===== src/rtl/game_pkg.sv =====
// Shared game-flow types for the space invaders top level: sequencer state
// encoding, end-screen status codes, the end/title mapper select and a
// saturating score adder.
package game_pkg;

    typedef enum logic [2:0] {
        StTitle,
        StLoad,
        StPlay,
        StCleared,
        StRetry,
        StWon,
        StLost
    } state_e;

    // end_status codes, meaningful while the end/title mapper is selected
    localparam logic [1:0] END_TITLE = 2'd0;
    localparam logic [1:0] END_HOLD  = 2'd1;
    localparam logic [1:0] END_WON   = 2'd2;
    localparam logic [1:0] END_LOST  = 2'd3;

    localparam logic [1:0] MAPPER_END = 2'd3;

    // 9-bit sum so the carry is seen before clamping
    function automatic logic [7:0] sat_add(input logic [7:0] a, input logic [7:0] b,
                                           input logic [7:0] max_val);
        logic [8:0] sum;
        sum = {1'b0, a} + {1'b0, b};
        return (sum > {1'b0, max_val}) ? max_val : sum[7:0];
    endfunction

endpackage


===== src/rtl/level_sequencer_if.sv =====
// Bundle between the level sequencer and its surroundings: frame tick source,
// fire request, per-level win/loss/score reports and the outputs toward the
// VGA mux and score display. master = sequencer, slave = environment.
interface level_sequencer_if;

    logic       frame_clk;
    logic       shoot;
    logic       is_won;
    logic       is_lost;
    logic [7:0] score;
    logic [1:0] level;
    logic [1:0] color_mapper_select;
    logic       level_reset;
    logic [1:0] end_status;
    logic [7:0] display_score;
    logic [1:0] lives_left;

    modport master (
        input  frame_clk, shoot, is_won, is_lost, score,
        output level, color_mapper_select, level_reset, end_status, display_score, lives_left
    );

    modport slave (
        output frame_clk, shoot, is_won, is_lost, score,
        input  level, color_mapper_select, level_reset, end_status, display_score, lives_left
    );

endinterface


===== src/rtl/frame_tick_gen.sv =====
// Frame tick generator: brings VGA_VS into the Clk domain through a 2-flop
// synchroniser and emits a single-cycle pulse on each rising edge.
module frame_tick_gen (
    input  logic Clk,
    input  logic Reset,
    input  logic i_async,
    output logic o_tick
);

    logic r_sync1;
    logic r_sync2;
    logic r_prev;

    // Synchroniser chain plus one delay stage for edge detection
    always_ff @(posedge Clk) begin
        if (Reset) begin
            r_sync1 <= 1'b0;
            r_sync2 <= 1'b0;
            r_prev  <= 1'b0;
        end else begin
            r_sync1 <= i_async;
            r_sync2 <= r_sync1;
            r_prev  <= r_sync2;
        end
    end

    assign o_tick = r_sync2 & ~r_prev;

endmodule


===== src/rtl/level_sequencer.sv =====
// Game-flow controller: title, level load, play, inter-level hold, retry,
// game over and victory. Drives level select, mapper select and level reset,
// and banks the cumulative score.
// Optional feature macro: LEVEL_SEQ_LIVES_EN (lives counter and RETRY state).
module level_sequencer
    import game_pkg::*;
#(
    parameter int unsigned NUM_LEVELS  = 3,
    parameter int unsigned HOLD_FRAMES = 120,
    parameter int unsigned LIVES       = 3,
    parameter int unsigned SCORE_MAX   = 99
) (
    input  logic              Clk,
    input  logic              Reset,
    level_sequencer_if.master bus
);

    localparam int unsigned      HoldW     = (HOLD_FRAMES > 1) ? $clog2(HOLD_FRAMES) : 1;
    localparam logic [HoldW-1:0] HoldLast  = HoldW'(HOLD_FRAMES - 1);
    localparam logic [1:0]       LastLevel = 2'(NUM_LEVELS - 1);
    localparam logic [7:0]       ScoreMax  = 8'(SCORE_MAX);
    localparam logic [1:0]       LivesInit = 2'(LIVES);

    state_e           r_state, w_state_d;
    logic [1:0]       r_level, w_level_d;
    logic [7:0]       r_banked, w_banked_d;
    logic [HoldW-1:0] r_hold, w_hold_d;
    logic             r_shoot_q;
    logic             r_first_play;
    logic [1:0]       r_select, w_select_d;
    logic             r_level_reset, w_level_reset_d;
    logic [1:0]       r_end_status, w_end_status_d;
    logic [7:0]       r_display, w_display_d;
`ifdef LEVEL_SEQ_LIVES_EN
    logic [1:0]       r_lives, w_lives_d;
`endif

    logic w_tick;
    logic w_shoot_rise;

    frame_tick_gen u_frame_tick_gen (
        .Clk     (Clk),
        .Reset   (Reset),
        .i_async (bus.frame_clk),
        .o_tick  (w_tick)
    );

    assign w_shoot_rise = bus.shoot & ~r_shoot_q;

    // State, game registers and registered outputs
    always_ff @(posedge Clk) begin
        if (Reset) begin
            r_state       <= StTitle;
            r_level       <= 2'd0;
            r_banked      <= 8'd0;
            r_hold        <= '0;
            r_shoot_q     <= 1'b0;
            r_first_play  <= 1'b0;
            r_select      <= MAPPER_END;
            r_level_reset <= 1'b1;
            r_end_status  <= END_TITLE;
            r_display     <= 8'd0;
`ifdef LEVEL_SEQ_LIVES_EN
            r_lives       <= LivesInit;
`endif
        end else begin
            r_state       <= w_state_d;
            r_level       <= w_level_d;
            r_banked      <= w_banked_d;
            r_hold        <= w_hold_d;
            r_shoot_q     <= bus.shoot;
            // Level flags are stale right after LOAD; mask them for one cycle
            r_first_play  <= (r_state == StLoad);
            r_select      <= w_select_d;
            r_level_reset <= w_level_reset_d;
            r_end_status  <= w_end_status_d;
            r_display     <= w_display_d;
`ifdef LEVEL_SEQ_LIVES_EN
            r_lives       <= w_lives_d;
`endif
        end
    end

    // Next-state and game-register updates
    always_comb begin
        w_state_d  = r_state;
        w_level_d  = r_level;
        w_banked_d = r_banked;
        w_hold_d   = r_hold;
`ifdef LEVEL_SEQ_LIVES_EN
        w_lives_d  = r_lives;
`endif
        unique case (r_state)
            StTitle: begin
                if (w_shoot_rise) begin
                    w_state_d  = StLoad;
                    w_level_d  = 2'd0;
                    w_banked_d = 8'd0;
`ifdef LEVEL_SEQ_LIVES_EN
                    w_lives_d  = LivesInit;
`endif
                end
            end
            StLoad: begin
                w_state_d = StPlay;
                w_hold_d  = '0;
            end
            StPlay: begin
                if (!r_first_play) begin
                    // Loss wins over a simultaneous win
                    if (bus.is_lost) begin
`ifdef LEVEL_SEQ_LIVES_EN
                        if (r_lives > 2'd1) begin
                            w_lives_d = r_lives - 2'd1;
                            w_state_d = StRetry;
                        end else begin
                            w_state_d = StLost;
                        end
`else
                        w_state_d = StLost;
`endif
                    end else if (bus.is_won) begin
                        w_banked_d = sat_add(r_banked, bus.score, ScoreMax);
                        w_state_d  = (r_level == LastLevel) ? StWon : StCleared;
                    end
                end
            end
            StCleared, StRetry: begin
                if (w_tick) begin
                    if (r_hold == HoldLast) begin
                        w_hold_d  = '0;
                        w_state_d = StLoad;
                        if (r_state == StCleared) begin
                            w_level_d = r_level + 2'd1;
                        end
                    end else begin
                        w_hold_d = r_hold + HoldW'(1);
                    end
                end
            end
            StWon, StLost: begin
                if (w_shoot_rise) begin
                    w_state_d = StTitle;
                end
            end
            default: w_state_d = StTitle;
        endcase
    end

    // Output values for the state being entered, registered above
    always_comb begin
        w_select_d      = (w_state_d == StPlay) ? w_level_d : MAPPER_END;
        w_level_reset_d = (w_state_d != StPlay);
        w_display_d     = (w_state_d == StPlay) ? sat_add(w_banked_d, bus.score, ScoreMax)
                                                : w_banked_d;
        case (w_state_d)
            StCleared, StRetry: w_end_status_d = END_HOLD;
            StWon:              w_end_status_d = END_WON;
            StLost:             w_end_status_d = END_LOST;
            default:            w_end_status_d = END_TITLE;
        endcase
    end

    assign bus.level               = r_level;
    assign bus.color_mapper_select = r_select;
    assign bus.level_reset         = r_level_reset;
    assign bus.end_status          = r_end_status;
    assign bus.display_score       = r_display;
`ifdef LEVEL_SEQ_LIVES_EN
    assign bus.lives_left          = r_lives;
`else
    assign bus.lives_left          = LivesInit;
`endif

endmodule


===== src/flat_wrapper.sv =====
// flat-port wrapper written by rule: the top's interface ports become plain ports
module level_sequencer_flat import game_pkg::*;
#(
    parameter int unsigned NUM_LEVELS  = 3,
    parameter int unsigned HOLD_FRAMES = 120,
    parameter int unsigned LIVES       = 3,
    parameter int unsigned SCORE_MAX   = 99
)
  (Clk, Reset, bus_frame_clk, bus_shoot, bus_is_won, bus_is_lost, bus_score, bus_level, bus_color_mapper_select, bus_level_reset, bus_end_status, bus_display_score, bus_lives_left);
  level_sequencer_if bus_i ();
  input  logic Clk;
  input  logic Reset;
  input wire logic [$bits(bus_i.frame_clk)-1:0] bus_frame_clk;
  input wire logic [$bits(bus_i.shoot)-1:0] bus_shoot;
  input wire logic [$bits(bus_i.is_won)-1:0] bus_is_won;
  input wire logic [$bits(bus_i.is_lost)-1:0] bus_is_lost;
  input wire logic [$bits(bus_i.score)-1:0] bus_score;
  output wire logic [$bits(bus_i.level)-1:0] bus_level;
  output wire logic [$bits(bus_i.color_mapper_select)-1:0] bus_color_mapper_select;
  output wire logic [$bits(bus_i.level_reset)-1:0] bus_level_reset;
  output wire logic [$bits(bus_i.end_status)-1:0] bus_end_status;
  output wire logic [$bits(bus_i.display_score)-1:0] bus_display_score;
  output wire logic [$bits(bus_i.lives_left)-1:0] bus_lives_left;
  assign bus_i.frame_clk = bus_frame_clk;
  assign bus_i.shoot = bus_shoot;
  assign bus_i.is_won = bus_is_won;
  assign bus_i.is_lost = bus_is_lost;
  assign bus_i.score = bus_score;
  assign bus_level = bus_i.level;
  assign bus_color_mapper_select = bus_i.color_mapper_select;
  assign bus_level_reset = bus_i.level_reset;
  assign bus_end_status = bus_i.end_status;
  assign bus_display_score = bus_i.display_score;
  assign bus_lives_left = bus_i.lives_left;
  level_sequencer #(.NUM_LEVELS(NUM_LEVELS), .HOLD_FRAMES(HOLD_FRAMES), .LIVES(LIVES), .SCORE_MAX(SCORE_MAX)) u_core (.Clk(Clk), .Reset(Reset), .bus(bus_i));
endmodule

===== config.mk =====
export PLATFORM = sky130hd
export DESIGN_NAME = level_sequencer_flat
export DESIGN_NICKNAME = d
export VERILOG_FILES = /design/src/rtl/game_pkg.sv /design/src/rtl/level_sequencer_if.sv /design/src/rtl/frame_tick_gen.sv /design/src/rtl/level_sequencer.sv /design/src/flat_wrapper.sv
export SDC_FILE = /design/constraint.sdc
export NUM_CORES = 1
export LEC_CHECK = 0
export CAP_MARGIN = 30
export CORE_MARGIN = 3
export CORE_UTILIZATION = 58
export CTS_BUF_LIST = sky130_fd_sc_hd__clkbuf_8
export DETAILED_ROUTE_END_ITERATION = 8
export GPL_TIMING_DRIVEN = 0
export PLACE_DENSITY = 0.86
export SLEW_MARGIN = 25
export SYNTH_ARGS = -nofsm -noshare
export SYNTH_HDL_FRONTEND = slang
export SYNTH_HIERARCHICAL = 1
export SYNTH_SLANG_ARGS = --single-unit

===== constraint.sdc =====
create_clock -name Clk -period 5.7 [get_ports Clk]
set_input_delay 1.14 -clock Clk [delete_from_list [all_inputs] [get_ports Clk]]
set_output_delay 1.14 -clock Clk [all_outputs]
set_load 0.05 [all_outputs]

**Yosys cells after proc, flatten, opt, wreduce, memory -nomap -nowiden**

Index checks and enable logic that the tools add are counted.

- $add $sub $neg: 4
- Order comparisons: 2
- Equality and inequality tests: 15
- Multiplexer cells: 26
- Bitwise gates (word level): 5
- Reduce and logical (&&, ||, !) cells: 7

Operator list:

| cell | count |
|---|---|
| $mux W8 | 7 |
| $mux W3 | 8 |
| $add A8 B8 Y9 | 2 |
| $eq A3 B3 Y1 const B | 6 |
| $gt A9 B7 Y1 const B | 2 |
| $pmux W8 S2 | 1 |
| $pmux W3 S5 | 1 |
| $mux W7 | 2 |
| $pmux W7 S2 | 1 |
| $eq A3 B2 Y1 const B | 4 |
| $mux W2 | 4 |
| $reduce_or A2 Y1 | 4 |
| $add A7 B1 Y7 const B | 1 |
| $eq A7 B7 Y1 const B | 1 |
| $pmux W2 S3 | 1 |
| $pmux W2 S2 | 1 |
| $eq A3 B1 Y1 const B | 1 |
| $logic_not A3 Y1 | 1 |
| $ne A3 B2 Y1 const B | 1 |
| $not A1 Y1 | 3 |
| $add A2 B1 Y2 const B | 1 |
| $and A1 B1 Y1 | 2 |
| $eq A2 B2 Y1 const B | 1 |
| $ne A2 B2 Y1 const B | 1 |
| other kinds (2) | 2 |

- Bits in registers: 38
- Input port bits: 14
- Output and inout port bits: 17
- Logic and storage cells: 72

**Depth between registers and ports, before layout**

- Depth after elaboration: 11
- Mapped depth: 19
- Gate-level depth less buffers: 19

**Cells and area by module**

The synthesis kept the hierarchy.

By module, submodules not included:

| module | times used | cells an instance | area each (µm²) |
|---|---|---|---|
| level_sequencer | 1 | 303 | 2442.3 |
| frame_tick_gen | 1 | 7 | 87.6 |

**Worst setup path before layout**

OpenSTA, ideal clock, no wires.

- Path kind: input to register
- From: input bus_score[4]
- To: register u_core.r_display[0] (netlist: u_core/bus.display_score[0])
- Arrival time: 4.813 ns
- Required time: 5.612 ns
- Slack: 0.799 ns
- Stages on the path: 19
- Buffers on the path: 1
- Path through: ha_1 -> buf_2 -> o21ai_1 -> or4b_1 -> nand4_1 -> nor2_1 -> a211oi_2 -> o21ai_1 -> nand2_1 -> ha_1 -> inv_1 -> fa_1 -> nand2b_1 -> a211oi_1 -> nor2_1 -> xor2_1 -> o311a_1 -> nor2b_1 -> a311oi_2

- Longest elaborated chain between the ends: 11

Ends and longest elaborated chain:

| element | line | text |
|---|---|---|
| start: declaration | flat_wrapper.sv:17 | `input wire logic [$bits(bus_i.score)-1:0] bus_score;` |
| $add A8 B8 Y9 * | game_pkg.sv:28 | `sum = {1'b0, a} + {1'b0, b};` |
| $gt A9 B7 Y1 * | game_pkg.sv:29 | `return (sum > {1'b0, max_val}) ? max_val : sum[7:0];` |
| $mux W8 * | game_pkg.sv:29 |  |
| $mux W8 * | level_sequencer.sv:122 | `end else if (bus.is_won) begin` |
| $mux W8 * | level_sequencer.sv:111 | `if (bus.is_lost) begin` |
| $mux W8 * | level_sequencer.sv:109 | `if (!r_first_play) begin` |
| $pmux W8 S2 * | level_sequencer.sv:93 | `unique case (r_state)` |
| via u_core.w_banked_d[0] | level_sequencer.sv:26 | `logic [7:0] r_banked, w_banked_d;` |
| $add A8 B8 Y9 | game_pkg.sv:28 |  |
| $gt A9 B7 Y1 | game_pkg.sv:29 |  |
| $mux W8 | game_pkg.sv:29 |  |
| $mux W8 * | level_sequencer.sv:154 | `w_display_d = (w_state_d == StPlay) ? sat_add(w_banked_d, bus.score, ScoreMax)` |
| end signal: assignment | level_sequencer.sv:77 | `r_display <= w_display_d;` |
| end: declaration | level_sequencer.sv:33 | `logic [7:0] r_display, w_display_d;` |

The timed path passes the listed nets; every way through them passes the cells marked *.
A chain may end at the register's enable or synchronous reset.

**Worst setup path after layout**

- From: input bus_score[0]
- To: register u_core.r_display[0] (netlist: u_core/bus.display_score[0])

- Longest elaborated chain between the ends: 11

Ends and longest elaborated chain:

| element | line |
|---|---|
| $add A8 B8 Y9 * | game_pkg.sv:28 |
| $gt A9 B7 Y1 | game_pkg.sv:29 |
| $mux W8 * | game_pkg.sv:29 |
| $mux W8 * | level_sequencer.sv:122 |
| $mux W8 * | level_sequencer.sv:111 |
| $mux W8 * | level_sequencer.sv:109 |
| $pmux W8 S2 * | level_sequencer.sv:93 |
| via u_core.w_banked_d[1] | level_sequencer.sv:26 |
| $add A8 B8 Y9 * | game_pkg.sv:28 |
| $gt A9 B7 Y1 * | game_pkg.sv:29 |
| $mux W8 * | game_pkg.sv:29 |
| $mux W8 * | level_sequencer.sv:154 |

Marked as above.

==> out/qor.yml <==
drt:
  drt-wirelength-per-cell_um: 15.2
  vias_per_cell: 5.97
  drc: 0
  dr_total_vias: 2369
  number_of_optimization_iterations_in_the_first_detailed_route_pass: 5
  drt-total-wl_um: 6030
  drtIter0Drc: 206
  antenna_violating_nets_post_route: 0
floorplanning:
  site_rows: 23
  die-area_um2: 5190
  core-area_um2: 4120
  chipWidth_um: 72.0
  floorplan.initialDensity_pct: 61.5
  count_of_boundary_i_o_pins: 31
  floorplan.die.height_um: 72.0
global_route:
  track_usage_pct: 24.0
  first_global_vias: 2199
  overflow: 0
  grt_start_max_net_pins: 13
  grt_pass1_wl_um: 9870
  antenna_found_initial: 0
sta:
  worst_slew_margin_rel_pct: 54.4
  timing_worst_slew_pin_value_ns: 0.681
  slew_violations: 0
  layout_setup_ws_ns: 0.177
  max_freq_mhz: 181
  worst_clock_skew_ns: 0.00808
  fin_crit_sh_pct: 96.9
  setup_total_negative_slack_ns: 0
  post-route-min-period_ns: 5.52
  setup_viol_count_final: 0
  finalHoldViolations: 0
worst_setup_path:
  crit_path_cell_trace: "clkdlybuf4s50_1 -> ha_1 -> fa_2 -> a211oi_2 -> o21bai_1 -> o41a_1 -> nor4b_4 -> a211oi_4 -> o21ai_2 -> nand2_1 -> ha_1 -> a21oi_2 -> o2111ai_1 -> a2111oi_2 -> a41o_1 -> o311a_4 -> nor2b_1 -> a311oi_2"
  cp_slowest_stage_delay_ns: 0.44
  crit_path_end_kind: "flip-flop"
  arrival_ns: 5.69
  r2r.worst_path.cells: 17
  r2r_slack_ns: 1.17
  r2r-end: "u_core/bus.display_score[0]"
  crit_type: "in2reg"
  crit_path_top_delay_cell: "a2111oi_2"
  worst_ep_required_time_ns: 5.87
  regToRegStartpoint: "u_core/r_banked[0]"
  critPathMostFrequentCell: "ha_1"
  worst_setup_path_start_kind: "primary input"
  maximum_fanout_along_the_worst_path: 6
place:
  dp.final_hpwl_um: 4440
  placement.io_buffers: 28
  post_placement_worst_setup_slack_ns: -0.345
  place_congestion: 0.958
synthesis:
  synthesized_instance_count: 310
  postSynth.topFlopCell: "dfxtp_1"
  yosys_register_bits: 38
  synthesis.area_per_instance_um2: 8.16
  sequential_element_share_of_the_synthesized_area_pct: 30.1
  synth_cell_types: 65
  synth_async_sr_flop_share_pct: 0
  mappedNetlistArea_um2: 2530
  synth_enable_flop_cells: 0
  yosysWarnings: 6
clocking:
  cts_tree: "done"
  clock_path_buffers: 2
  clock_sink_count: 38
  clock_tree.root_cell: "clkbuf_8"
  cts-hold-fix-buffers: 0
  cts_made_buffers: 5
  post_cts.repair.setup_buffers: 0
  max_h_tree_level: 2
  path_clk_slew_ns: 0.08
  insertion_delay_ns: 0.30
pwr:
  sequentialPowerShare_pct: 36.5
  p_switching_w: 0.000240
  part_of_the_total_power_dissipated_in_the_clock_network_pct: 36.2
  combinationalPowerShare_pct: 27.3
  vdd_drop_max_uv: 163
  cellLeakagePower_nw: 1.25
  power.density_cell_area_nw_per_um2: 256
  power_report.internal_total_w: 0.000545
  power.share.switching_pct: 30.6
cells_and_area:
  fillCellCount: 316
  areaGrowthSynthToFinish_pct: 21.4
  layout-drive-gt1-share_pct: 10.1
  n_antenna_cell: 0
  finish.net_count: 380
min_path:
  whs_endpoint: "u_core/u_frame_tick_gen/r_sync2"
  hold_depth: 1
  min_from: "u_core/u_frame_tick_gen/r_sync1"
  min-delay-path-class: "reg2reg"
job:
  timing.max_cap.violations: 0
outcome:
  outcome: "complete, no violations"
-- registers in the layout, summed over array words and instances, names as in the netlist --
name,count
u_core/bus.color_mapper_select,2
u_core/bus.display_score,8
u_core/bus.end_status,2
u_core/bus.level,2
u_core/bus.level_reset,1
u_core/r_banked,8
u_core/r_first_play,1
u_core/r_hold,7
u_core/r_shoot_q,1
u_core/r_state,3
u_core/u_frame_tick_gen/r_prev,1
u_core/u_frame_tick_gen/r_sync1,1
u_core/u_frame_tick_gen/r_sync2,1
-- worst max-delay path by stage --
stage,startpoint,endpoint,slack (ns),depth (start not counted)
6_report,bus_score[0],u_core/bus.display_score[0],0.18,18
5_1_grt,bus_score[0],u_core/bus.display_score[0],-0.03,18
4_1_cts,bus_score[0],u_core/bus.display_score[0],0.02,20
3_5_place_dp,bus_score[0],u_core/bus.display_score[0],-0.35,18
3_3_place_gp,bus_score[0],u_core/bus.display_score[0],-0.29,18
2_1_floorplan,bus_score[4],u_core/bus.display_score[0],0.80,19
-- critical path: cells and delay by family --
kind	cells	cell delay, ns
AO/OA/AOI/OAI	11	2.55
adder cells (fa/ha/maj)	3	0.94
AND/OR/NAND/NOR	3	0.63
buffers and inverters	1	0.43
-- per-layer routing --
layer | vias up | global-route usage [%] | share of wire, %
li1 | 1199 | - | -
met1 | 1067 | 32.4 | 46
met2 | 96 | 36.9 | 45
met3 | 7 | 7.20 | 8.1
met4 | 0 | 7.93 | 1.1
met5 | - | 0 | 0
-- metrics by stage --
| stage | total power [W] | hold slack (ns) | instances | cell area [um2] | util (%) |
|---|---|---|---|---|---|
| after floorplan | 0.000438 | 0.414 | 311 | 2530 | - |
| after global placement | 0.000495 | 0.437 | 389 | 2880 | 69.9 |
| after detailed placement | 0.000496 | 0.447 | 389 | 2880 | 69.9 |
| after CTS | 0.000781 | 0.461 | 397 | 3020 | 73.5 |
| after global routing | 0.000821 | 0.480 | 397 | 3070 | 74.6 |
| final | 0.000785 | 0.459 | 397 | 3070 | 74.6 |
-- power groups by stage --
stage	combinational [W]	sequential (W)	clock (W)
6_report	0.000214	0.000287	0.000284
5_1_grt	0.000233	0.000288	0.000300
3_5_place_dp	0.000203	0.000293	0
4_1_cts	0.000205	0.000287	0.000288
3_3_place_gp	0.000202	0.000292	0
2_1_floorplan	0.000113	0.000325	0
-- final cells by class --
type | instances | area (um2) | share of cell area (%)
sequential | 38 | 761 | 24.8
inverter | 15 | 56.3 | 1.83
clock buffer | 6 | 82.6 | 2.69
multi-input combinational | 244 | 1700 | 55.2
timing repair buffer | 28 | 280 | 9.13
tap | 50 | 62.6 | 2.04
clock inverter | 2 | 60.1 | 1.96
buffer | 14 | 72.6 | 2.36
-- cells in the final DEF (no fill, tap or decap), types with 2 or more instances in the layout --
cell type / netlist / routed
a211oi_1: 4 / 4
a21o_1: 6 / 6
a21oi_1: 24 / 23
a22oi_1: 2 / 2
a311oi_1: 2 / 2
a31oi_1: 2 / 2
a32oi_1: 3 / 3
and3_1: 4 / 4
buf_2: 3 / 3
buf_4: 2 / 2
bufinv_16: 0 / 2
clkbuf_1: 7 / 7
clkbuf_8: 0 / 6
clkdlybuf4s50_1: 0 / 28
conb_1: 1 / 2
dfxtp_1: 38 / 38
ha_1: 18 / 18
inv_1: 15 / 15
nand2_1: 23 / 23
nand2b_1: 8 / 8
nand3_1: 10 / 10
nand4_1: 3 / 3
nor2_1: 34 / 34
nor2b_1: 18 / 18
nor3_1: 10 / 10
nor3b_1: 2 / 2
nor4_1: 2 / 2
o211ai_1: 3 / 3
o21ai_0: 13 / 13
o21ai_2: 0 / 3
o21bai_1: 2 / 2
o31a_1: 3 / 3
o41ai_2: 2 / 2
xnor2_1: 3 / 3
xor2_1: 5 / 5
-- timing repair --
item	CTS	global route
gates resized for setup	1	9
pin swaps	0	2
setup endpoints to repair	1	6
-- cell families after synthesis --
kind of cell / share of synthesized area, %
compound gates: 24.2
xor+xnor: 2.77
fa+ha+maj: 10.5
buf+inv: 5.09
flops: 30.1
mux: 0.841
other cells: 0.148
simple gates: 26.4
-- cell usage after synthesis (4+ instances only) --
cell type	number	area, um2
clkbuf_1	7	26.3
a21o_1	6	45.0
nor2b_1	18	113
a211oi_1	4	30.0
nand2_1	23	86.3
dfxtp_1	38	761
nor3_1	10	50.1
nor2_1	34	128
a21oi_1	24	120
and3_1	4	25.0
o21ai_0	13	65.1
nand2b_1	8	50.1
ha_1	18	225
xor2_1	5	43.8
nand3_1	10	50.1
inv_1	15	56.3
No activity file was read; power rests on OpenSTA's default activity.
